--- src/rtl/btn_event_decoder_pkg.sv ---
// rtl/btn_event_decoder_pkg.sv - shared state encodings, widths and helpers for the button event decoder
package btn_event_decoder_pkg;

    typedef enum logic [1:0] {
        ST_IDLE    = 2'd0,
        ST_PRESSED = 2'd1,
        ST_HELD    = 2'd2
    } btn_state_e;

    localparam int MS_W   = 16;
    localparam int RCNT_W = 8;

    function automatic logic [RCNT_W-1:0] sat_inc(input logic [RCNT_W-1:0] v);
        return (&v) ? v : v + 1'b1;
    endfunction

endpackage

--- src/rtl/btn_event_decoder_ms_tick_gen.sv ---
// rtl/btn_event_decoder_ms_tick_gen.sv - free-running 1 ms tick divider with synchronous restart
module ms_tick_gen #(
    parameter int TICK_DIV = 50000
) (
    input  logic clk,
    input  logic rst,
    input  logic clr,
    output logic tick
);

    localparam int CW = (TICK_DIV > 1) ? $clog2(TICK_DIV) : 1;
    localparam logic [CW-1:0] LAST = CW'(TICK_DIV - 1);

    logic [CW-1:0] cnt_q;
    logic [CW-1:0] cnt_d;

    always_comb begin
        tick  = (cnt_q == LAST);
        cnt_d = cnt_q + 1'b1;
        // Restarting on the press edge keeps ms timing exact relative to the press
        if (clr || tick) begin
            cnt_d = '0;
        end
    end

    always_ff @(posedge clk) begin
        if (rst) begin
            cnt_q <= '0;
        end else begin
            cnt_q <= cnt_d;
        end
    end

endmodule

--- src/rtl/btn_event_decoder.sv ---
// rtl/btn_event_decoder.sv - turns a debounced button level into press/release/long/repeat pulses
module btn_event_decoder
    import btn_event_decoder_pkg::*;
#(
    parameter int TICK_DIV  = 50000,
    parameter int LONG_MS   = 500,
    parameter int REPEAT_MS = 100
) (
    input  logic              clk,
    input  logic              rst,
    input  logic              level_in,
    output logic              press_pulse,
    output logic              release_pulse,
    output logic              long_pulse,
    output logic              repeat_pulse,
    output logic              held,
    output logic [RCNT_W-1:0] repeat_cnt
);

    localparam logic [MS_W-1:0] LONG_THR   = MS_W'(LONG_MS - 1);
    localparam logic [MS_W-1:0] REPEAT_THR = MS_W'(REPEAT_MS - 1);

    logic s1_q, s2_q, s2d_q;
    logic rise, fall, press_clr, tick;

    btn_state_e        state_q, state_d;
    logic [MS_W-1:0]   ms_q, ms_d;
    logic [RCNT_W-1:0] rcnt_q, rcnt_d;
    logic press_q, press_d;
    logic release_q, release_d;
    logic long_q, long_d;
    logic repeat_q, repeat_d;
    logic held_q, held_d;

    assign rise      = s2_q & ~s2d_q;
    assign fall      = ~s2_q & s2d_q;
    assign press_clr = (state_q == ST_IDLE) && rise;

    ms_tick_gen #(
        .TICK_DIV (TICK_DIV)
    ) u_tick (
        .clk  (clk),
        .rst  (rst),
        .clr  (press_clr),
        .tick (tick)
    );

    always_comb begin
        state_d   = state_q;
        ms_d      = ms_q;
        rcnt_d    = rcnt_q;
        press_d   = 1'b0;
        release_d = 1'b0;
        long_d    = 1'b0;
        repeat_d  = 1'b0;
        case (state_q)
            ST_IDLE: begin
                if (rise) begin
                    state_d = ST_PRESSED;
                    press_d = 1'b1;
                    rcnt_d  = '0;
                    ms_d    = '0;
                end
            end
            ST_PRESSED: begin
                // A release in the threshold cycle takes priority over long
                if (fall) begin
                    state_d   = ST_IDLE;
                    release_d = 1'b1;
                end else if (tick) begin
                    if (ms_q == LONG_THR) begin
                        state_d = ST_HELD;
                        long_d  = 1'b1;
                        ms_d    = '0;
                    end else begin
                        ms_d = ms_q + 1'b1;
                    end
                end
            end
            ST_HELD: begin
                if (fall) begin
                    state_d   = ST_IDLE;
                    release_d = 1'b1;
                end else if (tick) begin
                    if (ms_q == REPEAT_THR) begin
                        repeat_d = 1'b1;
                        ms_d     = '0;
                        rcnt_d   = sat_inc(rcnt_q);
                    end else begin
                        ms_d = ms_q + 1'b1;
                    end
                end
            end
            default: begin
                state_d = ST_IDLE;
            end
        endcase
        held_d = (state_d != ST_IDLE);
    end

    always_ff @(posedge clk) begin
        if (rst) begin
            s1_q      <= 1'b0;
            s2_q      <= 1'b0;
            s2d_q     <= 1'b0;
            state_q   <= ST_IDLE;
            ms_q      <= '0;
            rcnt_q    <= '0;
            press_q   <= 1'b0;
            release_q <= 1'b0;
            long_q    <= 1'b0;
            repeat_q  <= 1'b0;
            held_q    <= 1'b0;
        end else begin
            s1_q      <= level_in;
            s2_q      <= s1_q;
            s2d_q     <= s2_q;
            state_q   <= state_d;
            ms_q      <= ms_d;
            rcnt_q    <= rcnt_d;
            press_q   <= press_d;
            release_q <= release_d;
            long_q    <= long_d;
            repeat_q  <= repeat_d;
            held_q    <= held_d;
        end
    end

    assign press_pulse   = press_q;
    assign release_pulse = release_q;
    assign long_pulse    = long_q;
    assign repeat_pulse  = repeat_q;
    assign held          = held_q;
    assign repeat_cnt    = rcnt_q;

endmodule

--- config.mk ---
export PLATFORM = sky130hd
export DESIGN_NAME = btn_event_decoder
export DESIGN_NICKNAME = d
export VERILOG_FILES = /design/src/rtl/btn_event_decoder_pkg.sv /design/src/rtl/btn_event_decoder_ms_tick_gen.sv /design/src/rtl/btn_event_decoder.sv
export SDC_FILE = /design/constraint.sdc
export NUM_CORES = 1
export LEC_CHECK = 0
export BUFFER_PORTS_ARGS = -buffer_cell sky130_fd_sc_hd__buf_2
export CAP_MARGIN = 40
export CORE_MARGIN = 5
export CORE_UTILIZATION = 38
export DETAILED_ROUTE_END_ITERATION = 6
export RECOVER_POWER = 100
export SLEW_MARGIN = 0
export SYNTH_ARGS = -nofsm -noshare
export SYNTH_HDL_FRONTEND = slang
export SYNTH_SLANG_ARGS = --single-unit
--- constraint.sdc ---
create_clock -name clk -period 2.5 [get_ports clk]
set_input_delay 0.25 -clock clk [delete_from_list [all_inputs] [get_ports clk]]
set_output_delay 0.25 -clock clk [all_outputs]
set_load 0.01 [all_outputs]
Word level (Yosys, flattened, before mapping)
Cells that the tools add are included.

cells by class
  bitwise operators = 9
  reductions and logical operators = 15
  add/subtract/negate cells = 3
  mux-type cells = 24
  eq/ne operators = 12

operators with widths
  operator                                                                count
  16-bit 2-to-1 mux                                                       7
  16-bit one-hot mux with 3 select lines                                  1
  8-bit 2-to-1 mux                                                        5
  16-bit by 1-bit adder with 16-bit output, second input constant         2
  16-bit equality test, second input constant                             1
  16-bit by 7-bit equality test with 1-bit output, second input constant  1
  16-bit by 9-bit equality test with 1-bit output, second input constant  1
  8-bit one-hot mux with 2 select lines                                   1
  2-bit != test, second input constant                                    7
  6-bit AND reduction                                                     2
  2-bit 2-to-1 mux                                                        5
  8-bit by 1-bit adder with 8-bit output, second input constant           1
  8-bit AND reduction                                                     1
  2-bit OR reduction                                                      4
  4-bit OR reduction                                                      2
  1-bit inverter                                                          7
  2-bit one-hot mux with 3 select lines                                   1
  1-bit 2-to-1 mux                                                        4
  2-bit nonzero test                                                      2
  3-bit nonzero test                                                      1
  1-bit bitwise AND                                                       2
  2-bit by 1-bit equality test with 1-bit output, second input constant   1
  2-bit equality test, second input constant                              1
  2-bit zero test                                                         1
  other kinds (2)                                                         2

storage, ports and cells
  word-level logic and storage cells = 75
  input port bits = 3
  output and inout port bits = 13
  register bits after elaboration = 50

Logic depth before layout (Yosys ltp)
  word-level depth = 6
  depth in mapped cells = 9

Modules after synthesis
From an unflattened synthesis, not the netlist that was laid out.

unflattened totals
  cell total of the unflattened synthesis = 292
  area total of the unflattened synthesis = 2586.2 um2

by module, submodules not included
  module             cells each  times used  area an instance (um2)
  btn_event_decoder  212         1           1865.5
  ms_tick_gen        80          1           720.7

Least setup slack after synthesis
No wires, ideal clock.

  path type = register -> register
  start = register state_q[0]
  end = register rcnt_q[5] (netlist: repeat_cnt[5])
  path slack = 0.274 ns
  clock period less this slack = 2.226 ns
  data required time = 2.430 ns
  arrival = 2.155 ns
  cell stages (with the launch flop) = 9
  buffers on the path = 1
  library setup time = 0.070 ns
  path through = dfxtp_1 inv_1 ha_1 inv_1 o31a_1 or4_1 clkbuf_1 or4_1 a21oi_1

on the way
  longest elaborated chain between the ends = 3
  elaborated cells between the ends (all ways) = 10
  classes of those cells = eq/ne: 6; mux: 1; reduce/logical: 3

RTL lines
  what                                                           line                      source
  from (decl)                                                    btn_event_decoder.sv:26   btn_state_e state_q, state_d;
  from (signal assigned)                                         btn_event_decoder.sv:118  state_q <= state_d;
  2-bit equality test or 2-bit zero test (tied branches)         btn_event_decoder.sv:56   case (state_q)
  2-bit != test (no line) or 2-bit nonzero test (tied branches)  n/a
  6-bit AND reduction (no line)                                  n/a
  to (signal assigned)                                           btn_event_decoder.sv:120  rcnt_q <= rcnt_d;
  to (decl)                                                      btn_event_decoder.sv:28   logic [RCNT_W-1:0] rcnt_q, rcnt_d;

Parallel ways exist; a longest one is shown, timed or not.
A chain may end at the register's enable or synchronous reset.

Worst setup path in the final report
Same ends and word-level chain as after synthesis.

==> impl_metrics.toml <==
[cts]
cts_hold_buf = 0
clk_pin_slew_ps = 100
cts_root_buf = "clkbuf_8"
clk_latency_ps = 300
cts_tree = "done"
cts_made_buffers = 5
clock-sinks = 50
htreeDepth = 2
cts_buffer_depth = 2

[setup_path]
rr_endpoint = "repeat_cnt[5]"
ff2ff_path_depth = 6
rr_startpoint = "state_q[0]"
worstPathArrival_ps = 2560
worstPathRequired_ps = 2740
reg2reg_slack_ps = 180
crit_fanout = 13
cp-end-kind = "register"
startpoint_type = "register"
worstSetupPathType = "register to register"

[sta]
hold_ws_ps = 171
slew_viol_final = 0
setup_slack_ps = 179
clock_skew_ps = 15.3
setup_viol = 0
tightest_slew_ps = 645
relSlewSlack_pct = 56.9
period_share_pct = 92.9
tns_ps = 0
fmax_mhz = 431
fin_crit_ps = 2320
hold_violations = 0
rsz0062_at_grt = "false"

[detailed_routing]
postRouteAntennaNets = 0
wire_per_inst_microns = 13.1
vias = 2055
drt_first_pass_iters = 4
routed_wl_microns = 5020
routed_via_density = 5.38
drt_iter0_markers = 61
route.detailed.drc = 0

[layout]
area_growth_pct = 13.4
finalNetCount = 315
nFillCells = 648
mostFrequentLayoutCells = "dfxtp_1, nor2_1, nand3_1"
antenna_cells = 0
drive_gt1_share_pct = 10.2
final_core_util_pct = 43.6
final_area_sq_um = 2740
final_common_cell = "dfxtp_1"

[yosys]
netlist_area_sq_um = 2410
synth-seq-area-share_pct = 41.5
postSynthAreaPerCell_sq_um = 8.81
synth_cells = 274
synthSimpleGateAreaFrac_pct = 32.1
ys_types = 49
synthXorXnorAreaFrac_pct = 8.71
ys.flop_type = "dfxtp_1"
yosys_warnings = 0
synth_top_family_by_area = "simple AND/OR/NAND/NOR gates"
synth-edff-count = 0
ys_ff_latch = 50
muxShareOfSynthArea_pct = 0.829
syn_nets = 284
synth_fa_ha_area_share_pct = 3.63
synth-compound-area-share_pct = 10.3
async_reset_ff_share_pct = 0

[place]
place_congestion = 0.932
port_buffers = 15
dp.final_hpwl_microns = 3700
place_ws_ps = 100
place_area_sq_um = 2690

[pwr]
swShare_pct = 23.6
p_switching_mw = 0.316
p_int_mw = 1.02
cellPowerDensity_nw_per_um2 = 489
p_leak_nw = 0.897
pwr-share-comb_pct = 5.4
p_seq_share_pct = 60.7
irDropWorstVdd_uv = 228
p_clk_share_pct = 33.9

[global_routing]
track_usage_pct = 13.5
grt_pass1_wl_microns = 8610
grt_antenna_before_repair = 0
grt_overflow = 0
grt_start_max_net_pins = 17
grt_pass1_vias = 1869

[hold_path]
hold_path_end = "s1_q"
hp-start = "level_in"
hold_class = "primary input to register"
holdPathStages = 2

[outcome]
outcome = "complete, no violations"

[floorplanning]
start_util_pct = 38.4
die_x_microns = 89.7
core_area_sq_um = 6280
boundaryPins = 16
die_area_sq_um = 8050
die_y_microns = 89.7
core.rowCount = 29

[run]
cap_violations = 0
## critical path, stage by stage, from the launching register on
cell and delay (ps):
dfxtp_1 410, inv_1 90, ha_1 280, o31a_1 300, or4_4 560, or4_1 490, a21oi_1 140
## timing repair
action / 4_1_cts / 5_1_grt
gates resized for setup: 0 / 1
setup endpoints to repair: 0 / 3
buffers inserted: 0 / 0
## how the worst max path moves through the flow
stage	from	end	slack, ps	cells after the start
detailed placement	state_q[0]	repeat_cnt[5]	100	6
global route	state_q[0]	repeat_cnt[7]	30	6
CTS	state_q[0]	repeat_cnt[5]	70	6
global placement	state_q[0]	repeat_cnt[7]	140	6
floorplan	state_q[0]	repeat_cnt[5]	270	8
finish	state_q[0]	repeat_cnt[5]	180	6
## kinds of logic (layout without fill, tap and decap cells)
group                    after synthesis  count (layout)
AND/OR/NAND/NOR                      135             135
flip-flops                            50              50
AO/OA/AOI/OAI                         37              37
XOR/XNOR                              24              24
buffers and inverters                 19              50
adder cells (fa/ha/maj)                7               7
multiplexers                           2               2
## cells in the mapped netlist, types with 2 or more instances
master / n / area, sq um
nand3_1: 19 / 95.1
o31ai_1: 5 / 37.5
nand2b_1: 2 / 12.5
o21bai_1: 2 / 15.0
nand4_1: 13 / 81.3
or4_1: 4 / 30.0
nand2_1: 10 / 37.5
nor4_1: 10 / 62.6
nor2_1: 36 / 135
nor4_2: 2 / 25.0
and2_1: 4 / 25.0
xnor2_1: 16 / 140
inv_1: 10 / 37.5
nor3_1: 7 / 35.0
nand3b_1: 2 / 15.0
o21ai_0: 8 / 40.0
mux2i_1: 2 / 20.0
clkbuf_1: 8 / 30.0
and3_1: 3 / 18.8
o31a_1: 2 / 17.5
nor2b_1: 6 / 37.5
a21oi_1: 9 / 45.0
and4_1: 2 / 17.5
xor2_1: 8 / 70.1
and3b_1: 2 / 17.5
or3_1: 4 / 25.0
ha_1: 7 / 87.6
dfxtp_1: 50 / 1000
## per-stage QoR
step,power [mW],std cells
finish,1.34,382
global route,1.41,382
CTS,1.37,382
detailed placement,0.906,375
global placement,0.905,375
floorplan,0.880,274
## power groups by stage
| stage | combinational [mW] | sequential (mW) | clock, mW |
|---|---|---|---|
| global route | 0.0805 | 0.813 | 0.516 |
| CTS | 0.0759 | 0.812 | 0.483 |
| floorplan | 0.0495 | 0.831 | 0 |
| detailed placement | 0.0757 | 0.830 | 0 |
| global placement | 0.0749 | 0.830 | 0 |
| finish | 0.0721 | 0.812 | 0.454 |
## sequential cells by signal (all words and copies together) (netlist names), 2 cells and up
signal / count
state_q: 2
u_tick.cnt_q: 16
ms_q: 16
repeat_cnt: 8
## routing by layer
| metal | track usage (%) | wire length [microns] | vias to the layer above |
|---|---|---|---|
| li1 | - | - | 1055 |
| met1 | 17.8 | 2550 | 980 |
| met2 | 22.1 | 2300 | 18 |
| met3 | 3.28 | 142 | 2 |
| met4 | 3.92 | 31 | 0 |
| met5 | 0 | 0 | - |
## cell type report
type                            instances  area (sq um)  share of cell area [%]
Clock buffer                            5          68.8                    2.51
Clock inverter                          2          15.0                   0.549
Inverter                               10          37.5                    1.37
Multi-Input combinational cell        205          1350                    49.2
Sequential cell                        50          1000                    36.6
Tap cell                               77          96.3                    3.52
Timing Repair Buffer                   33           173                    6.31
(Power assumes the default switching activity.)
